--- config.mk ---
export PLATFORM = sky130hd
export DESIGN_NAME = stage_sequencer_flat
export DESIGN_NICKNAME = d
export VERILOG_FILES = /design/src/rtl/stage_sequencer_if.sv /design/src/rtl/stage_sequencer.sv /design/src/flat_wrapper.sv
export SDC_FILE = /design/constraint.sdc
export NUM_CORES = 1
export LEC_CHECK = 0
export CAP_MARGIN = 20
export CORE_UTILIZATION = 25
export DETAILED_ROUTE_END_ITERATION = 10
export GPL_ROUTABILITY_DRIVEN = 0
export SLEW_MARGIN = 20
export SYNTH_ARGS = -nofsm -noshare
export SYNTH_HDL_FRONTEND = slang
export SYNTH_SLANG_ARGS = --single-unit
--- constraint.sdc ---
create_clock -name clock -period 4.7 [get_ports clock]
set_input_delay 1.41 -clock clock [delete_from_list [all_inputs] [get_ports clock]]
set_output_delay 1.41 -clock clock [all_outputs]
set_load 0.02 [all_outputs]
--- src/rtl/stage_sequencer_if.sv ---
// Handshake bundle between the stage sequencer (master) and the host/stage side (slave).
// Carries the launch/done/abort signals and the shared-memory mux selects.
interface stage_sequencer_if #(
    parameter int NUM_STAGES = 8,
    parameter int SEL_WIDTH  = 3
);
    // Strict level/pulse semantics: start is sampled only while the sequencer is idle;
    // stage_start is a one-cycle launch pulse; stage_done is a level whose rising edge
    // completes the current stage, and abort_req is read together with that rise.
    logic                  start;
    logic [NUM_STAGES-1:0] stage_enable;
    logic [NUM_STAGES-1:0] stage_done;
    logic [NUM_STAGES-1:0] abort_req;
    logic [NUM_STAGES-1:0] stage_start;
    logic [SEL_WIDTH-1:0]  addr_select;
    logic [SEL_WIDTH-1:0]  wr_select;
    logic                  wr_gate;
    logic                  busy;
    logic                  done;
    logic                  aborted;
    logic [SEL_WIDTH-1:0]  abort_stage;
    logic                  timeout;

    modport master (
        input  start, stage_enable, stage_done, abort_req,
        output stage_start, addr_select, wr_select, wr_gate,
               busy, done, aborted, abort_stage, timeout
    );

    modport slave (
        output start, stage_enable, stage_done, abort_req,
        input  stage_start, addr_select, wr_select, wr_gate,
               busy, done, aborted, abort_stage, timeout
    );
endinterface

--- src/rtl/stage_sequencer.sv ---
// Runs the per-packet processing stages one at a time and steers the shared memory port muxes.
// Optional per-stage watchdog: define STAGE_TIMEOUT_EN to enable it.
module stage_sequencer #(
    parameter int                    NUM_STAGES     = 8,
    parameter int                    SEL_WIDTH      = 3,
    parameter logic [NUM_STAGES-1:0] WR_MASK        = NUM_STAGES'('hAF),
    parameter int                    TIMEOUT_CYCLES = 1024
) (
    input  logic                    clock,
    input  logic                    nrst,
    stage_sequencer_if.master       bus,
    output logic [1:0]              dbg_state
);

    typedef enum logic [1:0] {
        S_IDLE   = 2'd0,
        S_LAUNCH = 2'd1,
        S_WAIT   = 2'd2,
        S_FINISH = 2'd3
    } state_e;

    localparam logic [SEL_WIDTH-1:0] LAST_IDX = SEL_WIDTH'(NUM_STAGES - 1);

    if ((2 ** SEL_WIDTH) < NUM_STAGES || TIMEOUT_CYCLES < 1) begin : g_bad_params
        $error("stage_sequencer: SEL_WIDTH too narrow or TIMEOUT_CYCLES < 1");
    end

    state_e                state_q, state_d;
    logic [SEL_WIDTH-1:0]  idx_q, idx_d;
    logic [NUM_STAGES-1:0] en_q, en_d;
    logic [NUM_STAGES-1:0] done_q;
    logic                  aborted_q, aborted_d;
    logic [SEL_WIDTH-1:0]  abort_stage_q, abort_stage_d;
    logic                  timeout_q, timeout_d;

    logic [NUM_STAGES-1:0] stage_start_q, stage_start_d;
    logic [SEL_WIDTH-1:0]  sel_q, sel_d;
    logic                  wr_gate_q, wr_gate_d;
    logic                  busy_q, busy_d;
    logic                  done_pulse_q, done_pulse_d;

    logic [NUM_STAGES-1:0] cur_oh, nxt_oh;
    logic                  cur_en, cur_rise, cur_abort, cur_last;

`ifdef STAGE_TIMEOUT_EN
    localparam int                CNT_W     = $clog2(TIMEOUT_CYCLES + 1);
    localparam logic [CNT_W-1:0]  CNT_LIMIT = CNT_W'(TIMEOUT_CYCLES - 1);
    logic [CNT_W-1:0]             cnt_q, cnt_d;
`endif

    // Only the current stage is looked at; other stages' done/abort levels are ignored.
    always_comb begin
        cur_oh = '0;
        for (int i = 0; i < NUM_STAGES; i++) begin
            cur_oh[i] = (idx_q == SEL_WIDTH'(i));
        end
    end

    assign cur_en    = |(en_q & cur_oh);
    assign cur_rise  = |(bus.stage_done & ~done_q & cur_oh);
    assign cur_abort = |(bus.abort_req & cur_oh);
    assign cur_last  = (idx_q == LAST_IDX);

    always_comb begin
        state_d       = state_q;
        idx_d         = idx_q;
        en_d          = en_q;
        aborted_d     = aborted_q;
        abort_stage_d = abort_stage_q;
        timeout_d     = timeout_q;
`ifdef STAGE_TIMEOUT_EN
        cnt_d         = cnt_q;
`endif
        case (state_q)
            S_IDLE: begin
                if (bus.start) begin
                    idx_d         = '0;
                    en_d          = bus.stage_enable;
                    aborted_d     = 1'b0;
                    abort_stage_d = '0;
                    timeout_d     = 1'b0;
                    state_d       = S_LAUNCH;
                end
            end
            S_LAUNCH: begin
                if (cur_en) begin
                    state_d = S_WAIT;
`ifdef STAGE_TIMEOUT_EN
                    cnt_d   = '0;
`endif
                end else if (cur_last) begin
                    state_d = S_FINISH;
                end else begin
                    idx_d = idx_q + SEL_WIDTH'(1);
                end
            end
            S_WAIT: begin
`ifdef STAGE_TIMEOUT_EN
                cnt_d = cnt_q + CNT_W'(1);
`endif
                // A completion seen on the watchdog's last cycle still advances normally.
                if (cur_rise) begin
                    if (cur_abort) begin
                        aborted_d     = 1'b1;
                        abort_stage_d = idx_q;
                        state_d       = S_FINISH;
                    end else if (cur_last) begin
                        state_d = S_FINISH;
                    end else begin
                        idx_d   = idx_q + SEL_WIDTH'(1);
                        state_d = S_LAUNCH;
                    end
                end
`ifdef STAGE_TIMEOUT_EN
                else if (cnt_q == CNT_LIMIT) begin
                    timeout_d     = 1'b1;
                    aborted_d     = 1'b1;
                    abort_stage_d = idx_q;
                    state_d       = S_FINISH;
                end
`endif
            end
            S_FINISH: state_d = S_IDLE;
            default:  state_d = S_IDLE;
        endcase
    end

    // Outputs are computed from the next state so the registered copies line up with the FSM.
    always_comb begin
        nxt_oh = '0;
        for (int i = 0; i < NUM_STAGES; i++) begin
            nxt_oh[i] = (idx_d == SEL_WIDTH'(i));
        end
        stage_start_d = (state_d == S_LAUNCH) ? (en_d & nxt_oh) : '0;
        sel_d         = (state_d == S_IDLE) ? '0 : idx_d;
        wr_gate_d     = ((state_d == S_LAUNCH) || (state_d == S_WAIT)) && |(WR_MASK & nxt_oh);
        busy_d        = (state_d != S_IDLE);
        done_pulse_d  = (state_d == S_FINISH);
    end

    always_ff @(posedge clock or negedge nrst) begin
        if (!nrst) begin
            state_q       <= S_IDLE;
            idx_q         <= '0;
            en_q          <= '0;
            done_q        <= '0;
            aborted_q     <= 1'b0;
            abort_stage_q <= '0;
            timeout_q     <= 1'b0;
            stage_start_q <= '0;
            sel_q         <= '0;
            wr_gate_q     <= 1'b0;
            busy_q        <= 1'b0;
            done_pulse_q  <= 1'b0;
        end else begin
            state_q       <= state_d;
            idx_q         <= idx_d;
            en_q          <= en_d;
            done_q        <= bus.stage_done;
            aborted_q     <= aborted_d;
            abort_stage_q <= abort_stage_d;
            timeout_q     <= timeout_d;
            stage_start_q <= stage_start_d;
            sel_q         <= sel_d;
            wr_gate_q     <= wr_gate_d;
            busy_q        <= busy_d;
            done_pulse_q  <= done_pulse_d;
        end
    end

`ifdef STAGE_TIMEOUT_EN
    always_ff @(posedge clock or negedge nrst) begin
        if (!nrst) begin
            cnt_q <= '0;
        end else begin
            cnt_q <= cnt_d;
        end
    end
`endif

    assign bus.stage_start = stage_start_q;
    assign bus.addr_select = sel_q;
    assign bus.wr_select   = sel_q;
    assign bus.wr_gate     = wr_gate_q;
    assign bus.busy        = busy_q;
    assign bus.done        = done_pulse_q;
    assign bus.aborted     = aborted_q;
    assign bus.abort_stage = abort_stage_q;
    assign bus.timeout     = timeout_q;
    assign dbg_state       = state_q;

endmodule

--- src/flat_wrapper.sv ---
// flat-port wrapper written by rule: the top's interface ports become plain ports
module stage_sequencer_flat 
#(
    parameter int                    NUM_STAGES     = 8,
    parameter int                    SEL_WIDTH      = 3,
    parameter logic [NUM_STAGES-1:0] WR_MASK        = NUM_STAGES'('hAF),
    parameter int                    TIMEOUT_CYCLES = 1024
)
  (clock, nrst, dbg_state, bus_start, bus_stage_enable, bus_stage_done, bus_abort_req, bus_stage_start, bus_addr_select, bus_wr_select, bus_wr_gate, bus_busy, bus_done, bus_aborted, bus_abort_stage, bus_timeout);
  stage_sequencer_if #(.NUM_STAGES(NUM_STAGES), .SEL_WIDTH(SEL_WIDTH)) bus_i ();
  input  logic clock;
  input  logic nrst;
  output logic [1:0] dbg_state;
  input wire logic [$bits(bus_i.start)-1:0] bus_start;
  input wire logic [$bits(bus_i.stage_enable)-1:0] bus_stage_enable;
  input wire logic [$bits(bus_i.stage_done)-1:0] bus_stage_done;
  input wire logic [$bits(bus_i.abort_req)-1:0] bus_abort_req;
  output wire logic [$bits(bus_i.stage_start)-1:0] bus_stage_start;
  output wire logic [$bits(bus_i.addr_select)-1:0] bus_addr_select;
  output wire logic [$bits(bus_i.wr_select)-1:0] bus_wr_select;
  output wire logic [$bits(bus_i.wr_gate)-1:0] bus_wr_gate;
  output wire logic [$bits(bus_i.busy)-1:0] bus_busy;
  output wire logic [$bits(bus_i.done)-1:0] bus_done;
  output wire logic [$bits(bus_i.aborted)-1:0] bus_aborted;
  output wire logic [$bits(bus_i.abort_stage)-1:0] bus_abort_stage;
  output wire logic [$bits(bus_i.timeout)-1:0] bus_timeout;
  assign bus_i.start = bus_start;
  assign bus_i.stage_enable = bus_stage_enable;
  assign bus_i.stage_done = bus_stage_done;
  assign bus_i.abort_req = bus_abort_req;
  assign bus_stage_start = bus_i.stage_start;
  assign bus_addr_select = bus_i.addr_select;
  assign bus_wr_select = bus_i.wr_select;
  assign bus_wr_gate = bus_i.wr_gate;
  assign bus_busy = bus_i.busy;
  assign bus_done = bus_i.done;
  assign bus_aborted = bus_i.aborted;
  assign bus_abort_stage = bus_i.abort_stage;
  assign bus_timeout = bus_i.timeout;
  stage_sequencer #(.NUM_STAGES(NUM_STAGES), .SEL_WIDTH(SEL_WIDTH), .WR_MASK(WR_MASK), .TIMEOUT_CYCLES(TIMEOUT_CYCLES)) u_core (.clock(clock), .nrst(nrst), .bus(bus_i), .dbg_state(dbg_state));
endmodule
==> results of run 1 <==
## stage by stage
| stage | hold slack, ns | area, um2 | std cells | util, % |
|---|---|---|---|---|
| 2_1_floorplan | 0.458 | 1960 | 177 | - |
| 3_3_place_gp | 0.471 | 2490 | 315 | 33.7 |
| 3_5_place_dp | 0.481 | 2490 | 315 | 33.7 |
| 4_1_cts | 0.504 | 2630 | 323 | 35.5 |
| 5_1_grt | 0.518 | 2630 | 323 | 35.5 |
| 6_report | 0.492 | 2630 | 323 | 35.5 |
## power by group through the flow
stage / clock network [mW] / registers, mW / logic (mW)
global route: 0.351 / 0.522 / 0.969
floorplan: 0 / 0.536 / 0.620
detailed placement: 0 / 0.516 / 0.889
global placement: 0 / 0.516 / 0.879
finish: 0.328 / 0.510 / 0.876
CTS: 0.340 / 0.511 / 0.893
## final cells by class
cell class	instances	area [um2]	share of cell area, %
Clock buffer	6	72.6	2.76
Clock inverter	2	60.1	2.29
Inverter	11	41.3	1.57
Multi-Input combinational cell	117	868	33.0
Sequential cell	39	976	37.1
Tap cell	99	124	4.71
Timing Repair Buffer	49	485	18.5
## worst max-delay path by stage
| stage | depth (start not counted) | slack (ns) | endpoint | start |
|---|---|---|---|---|
| CTS | 10 | 1.24 | u_core.bus.stage_start[3] | bus_stage_done[1] |
| global route | 9 | 1.05 | u_core.bus.stage_start[3] | bus_abort_req[2] |
| detailed placement | 10 | 0.94 | u_core.bus.stage_start[3] | bus_stage_done[1] |
| finish | 10 | 1.25 | u_core.bus.stage_start[7] | bus_stage_done[1] |
| global placement | 10 | 0.99 | u_core.bus.stage_start[1] | bus_stage_done[1] |
| floorplan | 9 | 1.61 | u_core.bus.stage_start[1] | bus_stage_done[1] |
## placed cells by master, fill, tap and decap left out, types with 2 or more instances in the layout
cell,n
clkdlybuf4s50_1,48
nand2_1,41
dfrtp_1,39
inv_1,9
ha_1,7
nor2_1,6
and2_1,5
clkbuf_8,5
nand3b_1,4
nand3_1,4
nor4_2,4
mux2i_1,3
nand4b_1,2
a211oi_2,2
inv_2,2
a22oi_1,2
nand4_1,2
a21oi_1,2
o21ai_0,2
and4_1,2
o2bb2ai_1,2
bufinv_16,2
## flip-flops by register name, summed over array words and instances (netlist names)
| signal | cells |
|---|---|
| u_core.bus.stage_start | 8 |
| u_core.done_q | 8 |
| u_core.en_q | 8 |
| u_core.bus.abort_stage | 3 |
| u_core.bus.addr_select | 3 |
| u_core.idx_q | 3 |
| u_core.dbg_state | 2 |
| u_core.bus.aborted | 1 |
| u_core.bus.busy | 1 |
| u_core.bus.done | 1 |
| u_core.bus.wr_gate | 1 |
## logic make-up (layout without fill, tap and decap cells)
| kind of cell | Yosys count | count (layout) |
|---|---|---|
| other | 1 | 1 |
| adders and majority gates | 7 | 7 |
| buffers and inverters | 21 | 68 |
| DFF | 39 | 39 |
| and+or+nand+nor | 81 | 81 |
| muxes | 4 | 4 |
| AOI/OAI and AO/OA | 24 | 24 |
## layer usage
| layer | track usage (%) | vias up |
|---|---|---|
| li1 | - | 698 |
| met1 | 15.7 | 685 |
| met2 | 19.0 | 38 |
| met3 | 3.20 | 10 |
| met4 | 4.84 | 0 |
| met5 | 0 | - |
## worst max-delay path: cells and delay by family
family | cells | cell delay, ns
AO/OA/AOI/OAI | 2 | 0.26
adder cells (fa/ha/maj) | 1 | 0.30
buffers and inverters | 2 | 0.60
AND/OR/NAND/NOR | 5 | 1.08
==> reports/metrics.yaml, run 1 <==
outcome: "complete, no violations"
vdd_drop_max_mv: 0.304
grt_pass1_wl_mm: 7.71
met3_length_um: 245
num_vias: 1431
routedWlPerCell_um: 14.2
yosysUniqueCellTypes: 50
critPathKind: "input pin to flip-flop"
min_path_type: "flip-flop to flip-flop"
synthToLayoutAreaGrowth_pct: 33.9
cts_num_sinks: 39
ys_seq_area_share_pct: 49.7
p_total_mw: 1.71
cts-root-buf: "clkbuf_8"
synthArstFlopShare_pct: 100
nets: 257
min_from: "u_core.bus.aborted"
numCtsBuffers: 5
viasPerCell: 4.43
swShare_pct: 41.6
reg2reg_depth: 9
cp_data_required_time_ns: 4.89
relSlewSlack_pct: 40.9
initialDrtViolationCount: 94
holdPathStages: 1
crit_chain: "clkdlybuf4s50_1 -> or3b_4 -> a21oi_4 -> a211oi_2 -> nor2_1 -> nor3_1 -> inv_1 -> ha_1 -> nand2_1 -> nor4b_1"
syn_nets: 211
die-width_um: 90.6
synth_most_common_cell: "nand2_1"
r2r-end: "u_core.bus.stage_start[7]"
hold_buffers: 0
synth_edf_count: 0
post_cts_buffers: 0
ant_nets: 0
syn_avg_cell_area_um2: 11.1
antenna_found_initial: 0
cts_resized: 0
htreeDepth: 2
syn_inst: 177
setup_ws_ns: 1.25
die_h_um: 90.6
synth_fa_ha_area_share_pct: 4.46
port_buffers: 49
grt_max_degree: 40
yosysTopAreaCellShare_pct: 49.7
initial_utilization_pct: 26.5
final.min_clock_period_ns: 3.45
ys_top_cells_by_area: "dfrtp_1, nand2_1, ha_1"
cp_slowest_cell: "clkdlybuf4s50_1"
grt_overflow: 0
fill_cells: 735
synth-xor-area-share_pct: 0
max-cap-violations: 0
synth_top_family_by_area: "simple AND/OR/NAND/NOR gates"
end_kind: "flip-flop"
track_usage_pct: 12.1
r2r_slack_ns: 1.85
fmax_ghz: 0.290
clock_latency_ns: 0.29
drc: 0
cts_tree: "done"
crit_path_start_kind: "input pin"
slew_viol_final: 0
finClkSkew_ns: 0.00509
switching_power_mw: 0.713
drive_gt1_share_pct: 12.9
p_comb_share_pct: 51.1
ioPinCount: 51
min_delay_worst_endpoint: "u_core.bus.aborted"
syn_area_um2: 1960
internal-power_mw: 1.00
rsz0062_at_grt: "no"
synthSimpleGateAreaFrac_pct: 24.4
wl_met1_mm: 2.18
ys_ff_latch: 39
seq_power_share_pct: 29.7
cp.arrival_ns: 3.64
grt_pass1_vias: 1569
dr.pass1.iters: 4
yosys.area.top_type: "dfrtp_1"
drt-total-wl_mm: 4.60
setup_viol: 0
core-area_um2: 7410
worst_pin_slew_ns: 0.887
synth.top_cells.by_count: "nand2_1, dfrtp_1, inv_1"
ys.flop_type: "dfrtp_1"
yosysWarnings: 0
reg2reg_from: "u_core.idx_q[1]"
critical_path_peak_fanout: 8
clkTransAtPathRegs_ns: 0.08
top_layer_used: "met4"
synthMuxAreaShare_pct: 2.30
clock_power_share_pct: 19.1
period_share_pct: 73.4
power_leakage_nw: 1.16
power_density_nw_per_um2: 652
synth_compound_gate_area_share_pct: 12.9
setup_tns_ns: 0
max_stage_delay_ns: 0.48
wl_met2_mm: 2.08
cts_buffer_depth: 2
dp_hpwl_mm: 3.29
dieArea_um2: 8210
antenna_cells: 0
core.rowCount: 31
pre_cts_slack_ns: 0.935
hold_viol_final: 0
Power figures use the tool's default switching activity.
==> run 2, diff against run 1 <==
- clock period: 4.7 -> 3.1 ns (I/O delays scaled with it)
==> run 2 against run 1 <==
  * First-iteration DRC count down 3.2%
  * Power increased by 52%
  * Combinational power up 71%
  * Sequential cell count did not move
  * Utilization rose by 0.88 points
  * Clock skew about the same
  * Global-route usage increased by 0.35 points
  * Wire length up 1.1%
  * Register-to-register slack got worse by 1.6 ns
  * Critical path type unchanged
  * Largest cell class unchanged
==> reports/metrics.yaml, run 2 (same netlist as run 1, synthesis figures left out) <==
outcome: "complete, no violations"
crit_chain: "clkdlybuf4s50_1 -> or3b_4 -> a21oi_4 -> a211o_4 -> and2_1 -> o22a_1 -> ha_1 -> nand2_1 -> nor4b_2"
ant_nets: 0
setup_viol: 0
layoutNonFillerInstCount: 338
setup_tns_ns: 0
cp-startpoint: "bus_stage_done[1]"
grt_pass1_wl_mm: 8.02
relSlewSlack_pct: 42.0
dieArea_um2: 8210
dp.cells: 330
core.rowCount: 31
max-cap-violations: 0
rsz0062_at_grt: "no"
vdd_drop_max_mv: 0.412
clkTransAtPathRegs_ns: 0.07
viasPerCell: 4.41
fmax_ghz: 0.345
dp_hpwl_mm: 3.52
htreeDepth: 2
initialDrtViolationCount: 91
cts_buffer_depth: 2
reg2reg_from: "u_core.idx_q[0]"
grt_max_degree: 40
hold_buffers: 0
regArea_um2: 976
slew_viol_final: 0
clock_latency_ns: 0.29
crit_path_start_kind: "input pin"
cp_data_required_time_ns: 3.28
die-width_um: 90.6
cp_slowest_cell: "clkdlybuf4s50_1"
fill_cells: 756
dr.pass1.iters: 4
min_from: "u_core.bus.aborted"
core-area_um2: 7410
finClkSkew_ns: 0.00480
cts_tree: "done"
final_common_cell: "clkdlybuf4s50_1"
worst_pin_slew_ns: 0.871
critPathKind: "input pin to flip-flop"
die_h_um: 90.6
final.min_clock_period_ns: 2.90
drt-total-wl_mm: 4.65
max_stage_delay_ns: 0.48
drc: 0
nets: 272
pre_cts_slack_ns: -0.144
period_share_pct: 93.6
antenna_cells: 0
routedWlPerCell_um: 13.8
numCtsBuffers: 5
post_cts_buffers: 0
end_kind: "flip-flop"
power_leakage_nw: 1.21
port_buffers: 49
grt_pass1_vias: 1606
min_path_type: "flip-flop to flip-flop"
critical_path_peak_fanout: 8
r2r_slack_ns: 0.25
initial_utilization_pct: 26.5
hold_viol_final: 0
setup_ws_ns: 0.198
cts_num_sinks: 39
track_usage_pct: 12.4
power_density_nw_per_um2: 965
ioPinCount: 51
num_vias: 1491
cts_resized: 0
hold_slack_ns: 0.486
cts-root-buf: "clkbuf_8"
cp.arrival_ns: 3.08
multi_input_area_um2: 868
grt_overflow: 0
antenna_found_initial: 0
drive_gt1_share_pct: 18.4
layout_common_cells: "clkdlybuf4s50_1, nand2_1, dfrtp_1, buf_4, inv_1"
synthToLayoutAreaGrowth_pct: 37.2
[run 2: critical path, delay by kind of cell]
kind	cells	cell delay, ns
AND/OR/NAND/NOR	4	0.90
buffers and inverters	1	0.48
AO/OA/AOI/OAI	3	0.47
adder cells (fa/ha/maj)	1	0.30
[run 2: metal layers]
| metal | track usage, % | wire (um) | vias to the layer above |
|---|---|---|---|
| met2 | 20.3 | 2120 | 40 |
| met5 | 0 | 0 | - |
| li1 | - | - | 730 |
| met3 | 3.54 | 264 | 7 |
| met4 | 3.23 | 42 | 0 |
| met1 | 16.0 | 2230 | 714 |
[run 2: final timing paths]
kind	endpoint	depth (start not counted)
min in group asynchronous	u_core.done_q[0]	1
max	u_core.bus.stage_start[3]	9
min reg2reg	u_core.bus.aborted	1
max in group asynchronous	u_core.en_q[4]	1
max reg2reg	u_core.bus.stage_start[3]	10
min	u_core.bus.aborted	1
[run 2: through the flow]
stage,area [um2],utilization (%),total power [mW]
floorplan,1960,-,1.75
global placement,2610,35.2,2.27
detailed placement,2610,35.2,2.28
CTS,2690,36.3,2.63
global route,2690,36.3,2.81
finish,2690,36.3,2.60
[run 2: power breakdown]
group / switching (mW) / total [mW] / internal, mW / leakage [nW]
sequential: 0.107 / 0.759 / 0.652 / 0.501
clock: 0.179 / 0.336 / 0.157 / 0.0412
combinational: 0.834 / 1.50 / 0.670 / 0.665
[run 2: cell type report]
cell class / instances / share of cell area (%)
clock inverters: 2 / 0.465
inverters: 11 / 1.53
multi-input cells: 117 / 32.2
well taps: 99 / 4.60
flip-flops and latches: 39 / 36.2
repair buffers: 64 / 22.2
clock buffers: 6 / 2.70
